--- config.mk ---
export PLATFORM = sky130hd
export DESIGN_NAME = dotmatrix_anim_scan
export DESIGN_NICKNAME = d
export VERILOG_FILES = /design/src/rtl/dm_pkg.sv /design/src/rtl/dm_tick_gen.sv /design/src/rtl/dotmatrix_anim_scan.sv
export SDC_FILE = /design/constraint.sdc
export NUM_CORES = 1
export LEC_CHECK = 0
export BUFFER_PORTS_ARGS = -buffer_cell sky130_fd_sc_hd__buf_2
export CAP_MARGIN = 20
export CORE_MARGIN = 2
export CORE_UTILIZATION = 60
export CTS_CLUSTER_SIZE = 20
export DETAILED_ROUTE_END_ITERATION = 7
export PLACE_DENSITY = 0.83
export SLEW_MARGIN = 20
export SYNTH_ARGS = -nofsm -noshare
export SYNTH_HDL_FRONTEND = slang
export SYNTH_SLANG_ARGS = --single-unit
export TNS_END_PERCENT = 1
--- constraint.sdc ---
create_clock -name clk -period 3.8 [get_ports clk]
set_input_delay 0.57 -clock clk [delete_from_list [all_inputs] [get_ports clk]]
set_output_delay 0.57 -clock clk [all_outputs]
set_load 0.05 [all_outputs]
--- src/rtl/dm_pkg.sv ---
// Shared colour encodings, the buffered-command record and pending-slot states
// for the dotmatrix_anim_scan driver.
package dm_pkg;

    // {green, red} enables
    typedef enum logic [1:0] {
        OFF    = 2'b00,
        RED    = 2'b01,
        GREEN  = 2'b10,
        YELLOW = 2'b11
    } color_e;

    // Fields are wide enough for any sensible TRACKS / COLS; the top narrows them.
    localparam int CMD_FIELD_W = 8;

    typedef struct packed {
        logic [CMD_FIELD_W-1:0] track;
        logic [CMD_FIELD_W-1:0] pos;
        color_e                 color;
        logic                   auto_adv;
    } dm_cmd_t;

    typedef enum logic [1:0] {
        ST_EMPTY,
        ST_HELD,
        ST_APPLIED
    } pend_state_e;

endpackage

--- src/rtl/dm_tick_gen.sv ---
// Two-stage divider: o_scan_tick every SCAN_DIV clks, o_frame_tick on every
// FRAME_DIV-th scan tick. Both are single-clk pulses.
module dm_tick_gen #(
    parameter int SCAN_DIV  = 1,
    parameter int FRAME_DIV = 1000
) (
    input  logic clk,
    input  logic rst_n,
    output logic o_scan_tick,
    output logic o_frame_tick
);

    localparam int SW = (SCAN_DIV  > 1) ? $clog2(SCAN_DIV)  : 1;
    localparam int FW = (FRAME_DIV > 1) ? $clog2(FRAME_DIV) : 1;
    localparam logic [SW-1:0] S_MAX = SW'(SCAN_DIV - 1);
    localparam logic [FW-1:0] F_MAX = FW'(FRAME_DIV - 1);

    logic [SW-1:0] r_scan_cnt;
    logic [FW-1:0] r_frame_cnt;

    assign o_scan_tick  = (r_scan_cnt == S_MAX);
    assign o_frame_tick = o_scan_tick && (r_frame_cnt == F_MAX);

    // NOTE: sequential state uses <= so every register samples pre-edge values
    // regardless of the order the simulator evaluates processes.
    always_ff @(posedge clk or negedge rst_n) begin
        if (!rst_n) begin
            r_scan_cnt  <= '0;
            r_frame_cnt <= '0;
        end else if (o_scan_tick) begin
            r_scan_cnt  <= '0;
            r_frame_cnt <= (r_frame_cnt == F_MAX) ? '0 : r_frame_cnt + 1'b1;
        end else begin
            r_scan_cnt  <= r_scan_cnt + 1'b1;
        end
    end

endmodule

--- src/rtl/dotmatrix_anim_scan.sv ---
// Multiplexed bi-colour dot-matrix driver: each track owns two rows showing a
// two-column bar. Define DM_GHOST_BLANK_EN to blank one clk after each row change.
module dotmatrix_anim_scan
    import dm_pkg::*;
#(
    parameter int ROWS      = 8,
    parameter int COLS      = 8,
    parameter int TRACKS    = 3,
    parameter int SCAN_DIV  = 1,
    parameter int FRAME_DIV = 1000
) (
    input  logic                        clk,
    input  logic                        rst_n,
    input  logic                        cmd_valid,
    output logic                        cmd_ready,
    input  logic [$clog2(TRACKS)-1:0]   cmd_track,
    input  logic [$clog2(COLS/2)-1:0]   cmd_pos,
    input  logic [1:0]                  cmd_color,
    input  logic                        cmd_auto,
    output logic                        cmd_err,
    output logic [ROWS-1:0]             row,
    output logic [COLS-1:0]             colr,
    output logic [COLS-1:0]             colg
);

    localparam int POS_W = $clog2(COLS/2);
    localparam int IDX_W = (ROWS > 1) ? $clog2(ROWS) : 1;
    localparam logic [IDX_W-1:0] IDX_MAX = IDX_W'(ROWS - 1);
    localparam logic [POS_W-1:0] POS_MAX = POS_W'(COLS/2 - 1);
    localparam logic [COLS-1:0]  PAT_TOP = {2'b11, {(COLS-2){1'b0}}};

    logic w_scan_tick;
    logic w_frame_tick;

    pend_state_e r_state, w_state_nxt;
    dm_cmd_t     r_pend;
    logic        w_track_ok, w_load, w_apply, w_reject;
    logic        r_err;

    logic [POS_W-1:0] r_pos   [TRACKS];
    logic [1:0]       r_color [TRACKS];
    logic             r_auto  [TRACKS];

    logic [IDX_W-1:0] r_idx, w_idx_sel;
    logic [ROWS-1:0]  r_row, w_row_nxt;
    logic [COLS-1:0]  r_colr, r_colg, w_colr_nxt, w_colg_nxt, w_pat;

    dm_tick_gen #(
        .SCAN_DIV  (SCAN_DIV),
        .FRAME_DIV (FRAME_DIV)
    ) u_tick_gen (
        .clk          (clk),
        .rst_n        (rst_n),
        .o_scan_tick  (w_scan_tick),
        .o_frame_tick (w_frame_tick)
    );

    assign w_track_ok = int'(cmd_track) < TRACKS;

    // NOTE: every always_comb output gets a default before the case, so no
    // path leaves a signal unassigned and no latch is inferred.
    always_comb begin
        w_state_nxt = r_state;
        w_load      = 1'b0;
        w_apply     = 1'b0;
        w_reject    = 1'b0;
        unique case (r_state)
            ST_EMPTY: begin
                if (cmd_valid) begin
                    if (w_track_ok) begin
                        w_load      = 1'b1;
                        w_state_nxt = ST_HELD;
                    end else begin
                        w_reject    = 1'b1;
                    end
                end
            end
            ST_HELD: begin
                if (w_frame_tick) begin
                    w_apply     = 1'b1;
                    w_state_nxt = ST_APPLIED;
                end
            end
            ST_APPLIED: w_state_nxt = ST_EMPTY;
            default:    w_state_nxt = ST_EMPTY;
        endcase
    end

    always_ff @(posedge clk or negedge rst_n) begin
        if (!rst_n) begin
            r_state <= ST_EMPTY;
            r_pend  <= '0;
            r_err   <= 1'b0;
        end else begin
            r_state <= w_state_nxt;
            r_err   <= w_reject;
            if (w_load) begin
                r_pend <= '{track:    CMD_FIELD_W'(cmd_track),
                            pos:      CMD_FIELD_W'(cmd_pos),
                            color:    color_e'(cmd_color),
                            auto_adv: cmd_auto};
            end
        end
    end

    // NOTE: per-track state is a handful of flops, not a RAM, so resetting
    // every element is cheap and gives a defined display out of reset.
    always_ff @(posedge clk or negedge rst_n) begin
        if (!rst_n) begin
            for (int t = 0; t < TRACKS; t++) begin
                r_pos[t]   <= '0;
                r_color[t] <= RED;
                r_auto[t]  <= 1'b0;
            end
        end else if (w_frame_tick) begin
            for (int t = 0; t < TRACKS; t++) begin
                if (w_apply && int'(r_pend.track) == t) begin
                    r_pos[t]   <= POS_W'(r_pend.pos);
                    r_color[t] <= r_pend.color;
                    r_auto[t]  <= r_pend.auto_adv;
                end else if (r_auto[t]) begin
                    r_pos[t]   <= (r_pos[t] == POS_MAX) ? '0 : r_pos[t] + 1'b1;
                end
            end
        end
    end

    always_ff @(posedge clk or negedge rst_n) begin
        if (!rst_n) begin
            r_idx <= '0;
        end else if (w_scan_tick) begin
            r_idx <= (r_idx == IDX_MAX) ? '0 : r_idx + 1'b1;
        end
    end

    // Rows 3t and 3t+1 belong to track t; the third row of each group is a spacer.
    always_comb begin
        w_row_nxt  = '1;
        w_colr_nxt = '0;
        w_colg_nxt = '0;
        w_pat      = '0;
        w_row_nxt[w_idx_sel] = 1'b0;
        for (int t = 0; t < TRACKS; t++) begin
            if (int'(w_idx_sel) == 3*t || int'(w_idx_sel) == 3*t + 1) begin
                w_pat      = PAT_TOP >> {r_pos[t], 1'b0};
                w_colr_nxt = w_pat & {COLS{r_color[t][0]}};
                w_colg_nxt = w_pat & {COLS{r_color[t][1]}};
            end
        end
    end

`ifdef DM_GHOST_BLANK_EN
    logic [IDX_W-1:0] r_show_idx;
    logic             r_unblank;

    assign w_idx_sel = r_show_idx;

    always_ff @(posedge clk or negedge rst_n) begin
        if (!rst_n) begin
            r_show_idx <= '0;
            r_unblank  <= 1'b0;
            r_row      <= '1;
            r_colr     <= '0;
            r_colg     <= '0;
        end else if (w_scan_tick) begin
            r_show_idx <= r_idx;
            r_unblank  <= 1'b1;
            r_row      <= '1;
            r_colr     <= '0;
            r_colg     <= '0;
        end else if (r_unblank) begin
            r_unblank  <= 1'b0;
            r_row      <= w_row_nxt;
            r_colr     <= w_colr_nxt;
            r_colg     <= w_colg_nxt;
        end
    end
`else
    assign w_idx_sel = r_idx;

    always_ff @(posedge clk or negedge rst_n) begin
        if (!rst_n) begin
            r_row  <= '1;
            r_colr <= '0;
            r_colg <= '0;
        end else if (w_scan_tick) begin
            r_row  <= w_row_nxt;
            r_colr <= w_colr_nxt;
            r_colg <= w_colg_nxt;
        end
    end
`endif

    assign cmd_ready = (r_state == ST_EMPTY);
    assign cmd_err   = r_err;
    assign row       = r_row;
    assign colr      = r_colr;
    assign colg      = r_colg;

endmodule

### After elaboration in Yosys (flattened, before gate mapping)

Index checks and enable logic that the tools add are counted.

* register bits: 63
* output and inout bits: 26
* word-level logic and storage cells: 110

* $add $sub $neg: 6
* order comparisons: 3
* equal/unequal tests: 16
* shift-type cells: 3
* mux-type cells: 32
* bitwise gates (word level): 8
* reductions and logical operators: 21

Operators with widths (count)
* 8-bit AND: 6
* 8-bit two-way mux: 6
* 2-bit two-way mux: 12
* 8-bit by 3-bit right shift with 8-bit output (first input constant): 3
* 2-bit AND reduction: 6
* 10-bit by 1-bit adder with 10-bit output (second input constant): 1
* 10-bit == test (second input constant): 1
* 2-bit == test (second input constant): 5
* 1-bit two-way mux: 10
* 10-bit two-way mux: 1
* 3-bit == test (second input constant): 3
* 8-bit logical NOT: 1
* 8-bit NOT: 1
* 2-bit by 1-bit adder with 2-bit output (second input constant): 3
* 3-bit by 2-bit == test with 1-bit output (second input constant): 2
* 2-bit nonzero test: 3
* 1-bit logical AND: 5
* 3-bit by 4-bit < comparator with 1-bit output (second input constant): 1
* 2-bit by 1-bit != test with 1-bit output (second input constant): 2
* 2-bit one-hot mux with 2 select lines: 1
* 3-bit by 1-bit adder with 3-bit output (second input constant): 1
* 1-bit demux with 3-bit select: 1
* 3-bit by 1-bit == test with 1-bit output (second input constant): 1
* 3-bit by 1-bit greater-or-equal comparator with 1-bit output (second input constant): 1
* 10 further kinds: 12

### Depth between registers and ports, before layout

* depth after elaboration: 7
* mapped depth: 6
* mapped depth without buffers: 6

### By module

A second synthesis with hierarchy kept.

* cell total of the unflattened synthesis: 253
* area total of the unflattened synthesis: 2896.5 um2

By module, submodules not included
* dotmatrix_anim_scan: times used 1, cells each 207, area an instance 2391.0 um2, sequential area each 1114.8 um2
* dm_tick_gen: times used 1, cells each 46, area an instance 505.5 um2, sequential area each 250.2 um2

### Worst setup path after synthesis

Ideal clock, no wire load.

* kind: reg2reg
* start: reg r_state[0]
* end: reg r_pend[0] (netlist bit)
* library setup time: 0.125 ns
* arrival time: 1.822 ns
* path slack: 1.853 ns
* cell stages (with the launch flop): 4
* path buffers: 0
* period minus slack after synthesis: 1.947 ns
* cells stage by stage: dfrtp_1 > nor2_1 > nand3_1 > mux2_2

* cells in the longest elaborated chain, start to end: 2

Ends and longest elaborated chain
* start: declaration: line dotmatrix_anim_scan.sv:35 `pend_state_e r_state, w_state_nxt;`
* start signal: assignment: line dotmatrix_anim_scan.sv:95 `r_state <= w_state_nxt;`
* 2-bit logical NOT
* via cmd_ready: line dotmatrix_anim_scan.sv:15 `output logic cmd_ready,`
* 1-bit two-way mux: line dotmatrix_anim_scan.sv:67 `unique case (r_state)`
* end signal: assignment: line dotmatrix_anim_scan.sv:98 `r_pend <= '{track: CMD_FIELD_W'(cmd_track),`
* end: declaration: line dotmatrix_anim_scan.sv:36 `dm_cmd_t r_pend;`

The timed path passes the listed nets, and every way through them passes these cells.
A chain may end at the register's enable or synchronous reset.

### Worst setup path after layout

* start: reg u_tick_gen.r_frame_cnt[0]
* end: reg r_pos[4] (netlist bit)

* cells in the longest elaborated chain, start to end: 7

Ends and longest elaborated chain
* start: declaration: line dm_tick_gen.sv:19 `logic [FW-1:0] r_frame_cnt;`
* start signal: assignment: line dm_tick_gen.sv:32 `r_frame_cnt <= (r_frame_cnt == F_MAX) ? '0 : r_frame_cnt + 1'b1;`
* 10-bit == test (*): line dm_tick_gen.sv:22 `assign o_frame_tick = o_scan_tick && (r_frame_cnt == F_MAX);`
* 1-bit logical AND (*): line dm_tick_gen.sv:22
* 1-bit two-way mux: line dotmatrix_anim_scan.sv:79 `if (w_frame_tick) begin`
* 1-bit two-way mux: line dotmatrix_anim_scan.sv:67
* 1-bit logical AND: line dotmatrix_anim_scan.sv:117 `if (w_apply && int'(r_pend.track) == t) begin`
* 2-bit nonzero test (no source line)
* 2-bit AND reduction (no source line)
* end signal: indexed assignment: line dotmatrix_anim_scan.sv:118 `r_pos[t] <= POS_W'(r_pend.pos);`
* end signal: indexed assignment: line dotmatrix_anim_scan.sv:122 `r_pos[t] <= (r_pos[t] == POS_MAX) ? '0 : r_pos[t] + 1'b1;`
* end: declaration: line dotmatrix_anim_scan.sv:40 `logic [POS_W-1:0] r_pos [TRACKS];`

Every way passes the cells marked *; elsewhere a longest branch is shown, timed or not.

==> summary.md <==
| Metric | Value |
|---|---|
| Share of cells above drive strength 1 | 0.319 |
| Setup TNS | 0 ns |
| Clock Path Buffers | 2 |
| Area grow syn2layout | 9.96% |
| Post-CTS setup buffers | 0 |
| Ports | 36 |
| Setup crit end kind | flip-flop |
| H-Tree Level Count | 2 |
| Unrepaired setup endpoints after global routing | no |
| Placed cell areas | 2810 um2 |
| Worst Skew | 0.00540 ns |
| Status | finished, final reports clean |
| Die footprint | 4940 um2 |
| Final Non-Filler Cells | 300 |
| Dpl hpwl | 3200 um |
| WHS | 0.234 ns |
| Final setup violation count | 0 |
| Reg2reg start | u_tick_gen.r_frame_cnt[0] |
| Vias in the first global route | 1627 |
| Slew headroom | 0.571 |
| Final Max Slew Viols | 0 |
| Largest net degree at the start of global routing | 29 |
| DRC | 0 |
| Cts hold-fix bufs | 0 |
| 1st-iter DRT viols | 80 |
| Synth cell types | 38 |
| Synth Cell Area | 2640 um2 |
| Inst Count DP | 292 |
| Max-cap violations | 0 |
| Utilization after layout | 0.675 |
| Syn nets | 243 |
| GRT Overall Usage | 0.197 |
| Filler instances | 327 |
| Clock tree from TritonCTS | yes |
| Hold Crit Class | in -> async |
| Pre-antenna DRT Iters | 4 |
| R2R setup slack | 1.67 ns |
| Synth Instances | 217 |
| Seq/Total Area, Yosys | 0.518 |
| Chip height | 70.3 um |
| Clock latency on the worst-skew pair | 0.30 ns |
| Port Buffer Count | 35 |
| Via density | 5.65 |
| Finished layout cell area | 2900 um2 |
| Pre-CTS WS | 1.71 ns |
| Vias | 1694 |
| WP data required | 4.00 ns |
| Initial Utilization | 0.614 |
| PD cells | 316 nW/um2 |
| CTS resizes | 0 |
| CP arrival | 2.33 ns |
| Fin crit share | 0.560 |
| Average routed wire per standard cell | 14.1 um |
| Antenna Nets Post-Route | 0 |
| Num CTS Buffers | 5 |
| Max frequency | 0.470 GHz |
| Syn_area_per_cell | 12.2 um2 |
| Rows | 24 |
| CTS Sinks | 54 |
| Final nets | 273 |
| Final worst slack | 1.67 ns |
| Routed WL | 4240 um |
| CTS clock-pin slew for the worst setup and hold paths | 0.09 ns |
| Min Tclk post-route | 2.13 ns |
| Critical path peak fanout | 16 |
| Core area | 4290 um2 |
| Ys Warns | 0 |
| Die W | 70.3 um |
| Ant. Diodes | 0 |
| Global placement routability congestion | 0.776 |
| Startpoint types | flip-flop |
| CTS root buffer | clkbuf_8 |
| Final total power | 915 uW |
| FF-to-FF path depth | 5 |
| First-pass GRT wire length | 7580 um |
| Gr ovfl total | 0 |
| IR Drop Worst-Case VDD | 183 uV |
| Lkg Pwr | 1.36 nW |
| R2R Path End | r_pos[4] |
| Synthesized flop and latch total | 54 |
| Antenna violations before repair | 0 |
| Final Hold Fails | 0 |
| Slew @ Worst Pin | 0.642 ns |
| Crit path kind | reg -> reg |
worst max-delay path: stages, from the launching register on:
cell,delay [ns]
dfrtp_1,0.40
ha_1,0.29
nand4b_4,0.24
nor3_4,0.56
o21ai_0,0.26
a22o_1,0.28
power by group:
| group | switching (mW) | internal, mW | leakage (nW) |
|---|---|---|---|
| Combinational | 0.0121 | 0.00408 | 0.625 |
| Clock | 0.178 | 0.147 | 0.0472 |
| Sequential | 0 | 0.575 | 0.693 |
| Total | 0.190 | 0.725 | 1.36 |
flip-flops by register name, indices dropped and copies added (netlist names):
register / cells
colr: 4
r_pos: 6
cmd_err: 1
r_pend: 7
row: 8
r_color: 6
colg: 4
r_auto: 3
r_idx: 3
u_tick_gen.r_frame_cnt: 10
r_state: 2
cell families (layout without fill, tap and decap cells):
| family | count (synthesis) | in the layout | synth area share |
|---|---|---|---|
| AND/OR/NAND/NOR | 67 | 67 | 0.168 |
| flip-flops | 54 | 54 | 0.518 |
| AO/OA/AOI/OAI | 32 | 32 | 0.0873 |
| multiplexers | 21 | 21 | 0.0892 |
| buffers and inverters | 21 | 52 | 0.0417 |
| adder cells (fa/ha/maj) | 16 | 16 | 0.0759 |
| XOR/XNOR | 6 | 6 | 0.0199 |
how the worst max path moves through the flow:
stage                                    startpoint        end  slack [ns]  depth (start not counted)
after CTS                 u_tick_gen.r_frame_cnt[0]   r_pos[4]        1.69                          5
final                     u_tick_gen.r_frame_cnt[0]   r_pos[4]        1.67                          5
after global placement    u_tick_gen.r_frame_cnt[0]   r_pos[2]        1.81                          5
after global routing      u_tick_gen.r_frame_cnt[0]   r_pos[2]        1.51                          5
after detailed placement  u_tick_gen.r_frame_cnt[0]   r_pos[4]        1.71                          5
after floorplan                          r_state[0]  r_pend[0]        1.85                          3
cell usage after synthesis:
| library cell | number | area share |
|---|---|---|
| or3_1 | 2 | 0.0047 |
| xor2_1 | 3 | 0.010 |
| nor3_4 | 1 | 0.0062 |
| o22a_1 | 2 | 0.0066 |
| o21bai_1 | 1 | 0.0028 |
| nor4_1 | 1 | 0.0024 |
| buf_4 | 8 | 0.023 |
| buf_2 | 1 | 0.0019 |
| nor2_1 | 14 | 0.020 |
| a21oi_1 | 8 | 0.015 |
| nor3_1 | 2 | 0.0038 |
| nor3b_1 | 4 | 0.011 |
| a22o_1 | 5 | 0.017 |
| nor2b_1 | 4 | 0.0095 |
| mux2_2 | 16 | 0.068 |
| a221oi_1 | 8 | 0.027 |
| nand2b_1 | 4 | 0.0095 |
| mux2i_1 | 4 | 0.015 |
| a22oi_1 | 3 | 0.0085 |
| dfstp_2 | 11 | 0.11 |
| dfrtp_1 | 43 | 0.41 |
| nand4bb_1 | 2 | 0.0085 |
| mux2_4 | 1 | 0.0057 |
| ha_1 | 16 | 0.076 |
| xnor2_1 | 3 | 0.010 |
| o2111ai_1 | 1 | 0.0033 |
| or4b_4 | 1 | 0.0052 |
| clkbuf_1 | 4 | 0.0057 |
| nand2_1 | 17 | 0.024 |
| and2_1 | 3 | 0.0071 |
| nor4_4 | 3 | 0.024 |
| nand4_4 | 1 | 0.0081 |
| and4_1 | 1 | 0.0033 |
| o21ai_0 | 3 | 0.0057 |
| o21ai_1 | 1 | 0.0019 |
| nand4b_4 | 1 | 0.0090 |
| inv_1 | 8 | 0.011 |
| nand3_1 | 6 | 0.011 |
final cells by class:
type,count,area [um2],area share
well taps,52,65.1,0.0224
inverters,8,30.0,0.0104
clock buffers,6,82.6,0.0285
clock inverters,2,12.5,0.00431
multi-input cells,142,1160,0.401
flip-flops and latches,54,1370,0.471
repair buffers,36,183,0.0630
routing by layer:
layer / global-route usage / share of wire / up-vias
li1: - / - / 825
met1: 0.237 / 0.43 / 821
met2: 0.338 / 0.51 / 37
met3: 0.0361 / 0.038 / 11
met4: 0.0983 / 0.022 / 0
met5: 0 / 0 / -
placed cells by master, fill, tap and decap left out, types with 3 or more instances in the layout:
cell,n
nor2b_1,4
nor3b_1,4
xnor2_1,3
mux2_2,16
nand2b_1,4
xor2_1,3
nor2_1,14
o21ai_0,3
a21oi_1,8
clkbuf_8,6
nor4_4,3
nand3_1,6
buf_2,35
inv_1,8
a221oi_1,8
a22o_1,5
dfrtp_1,43
and2_1,3
dfstp_2,11
nand2_1,17
a22oi_1,3
ha_1,16
mux2i_1,4
Note: power is estimated with default switching activity, not from simulation.
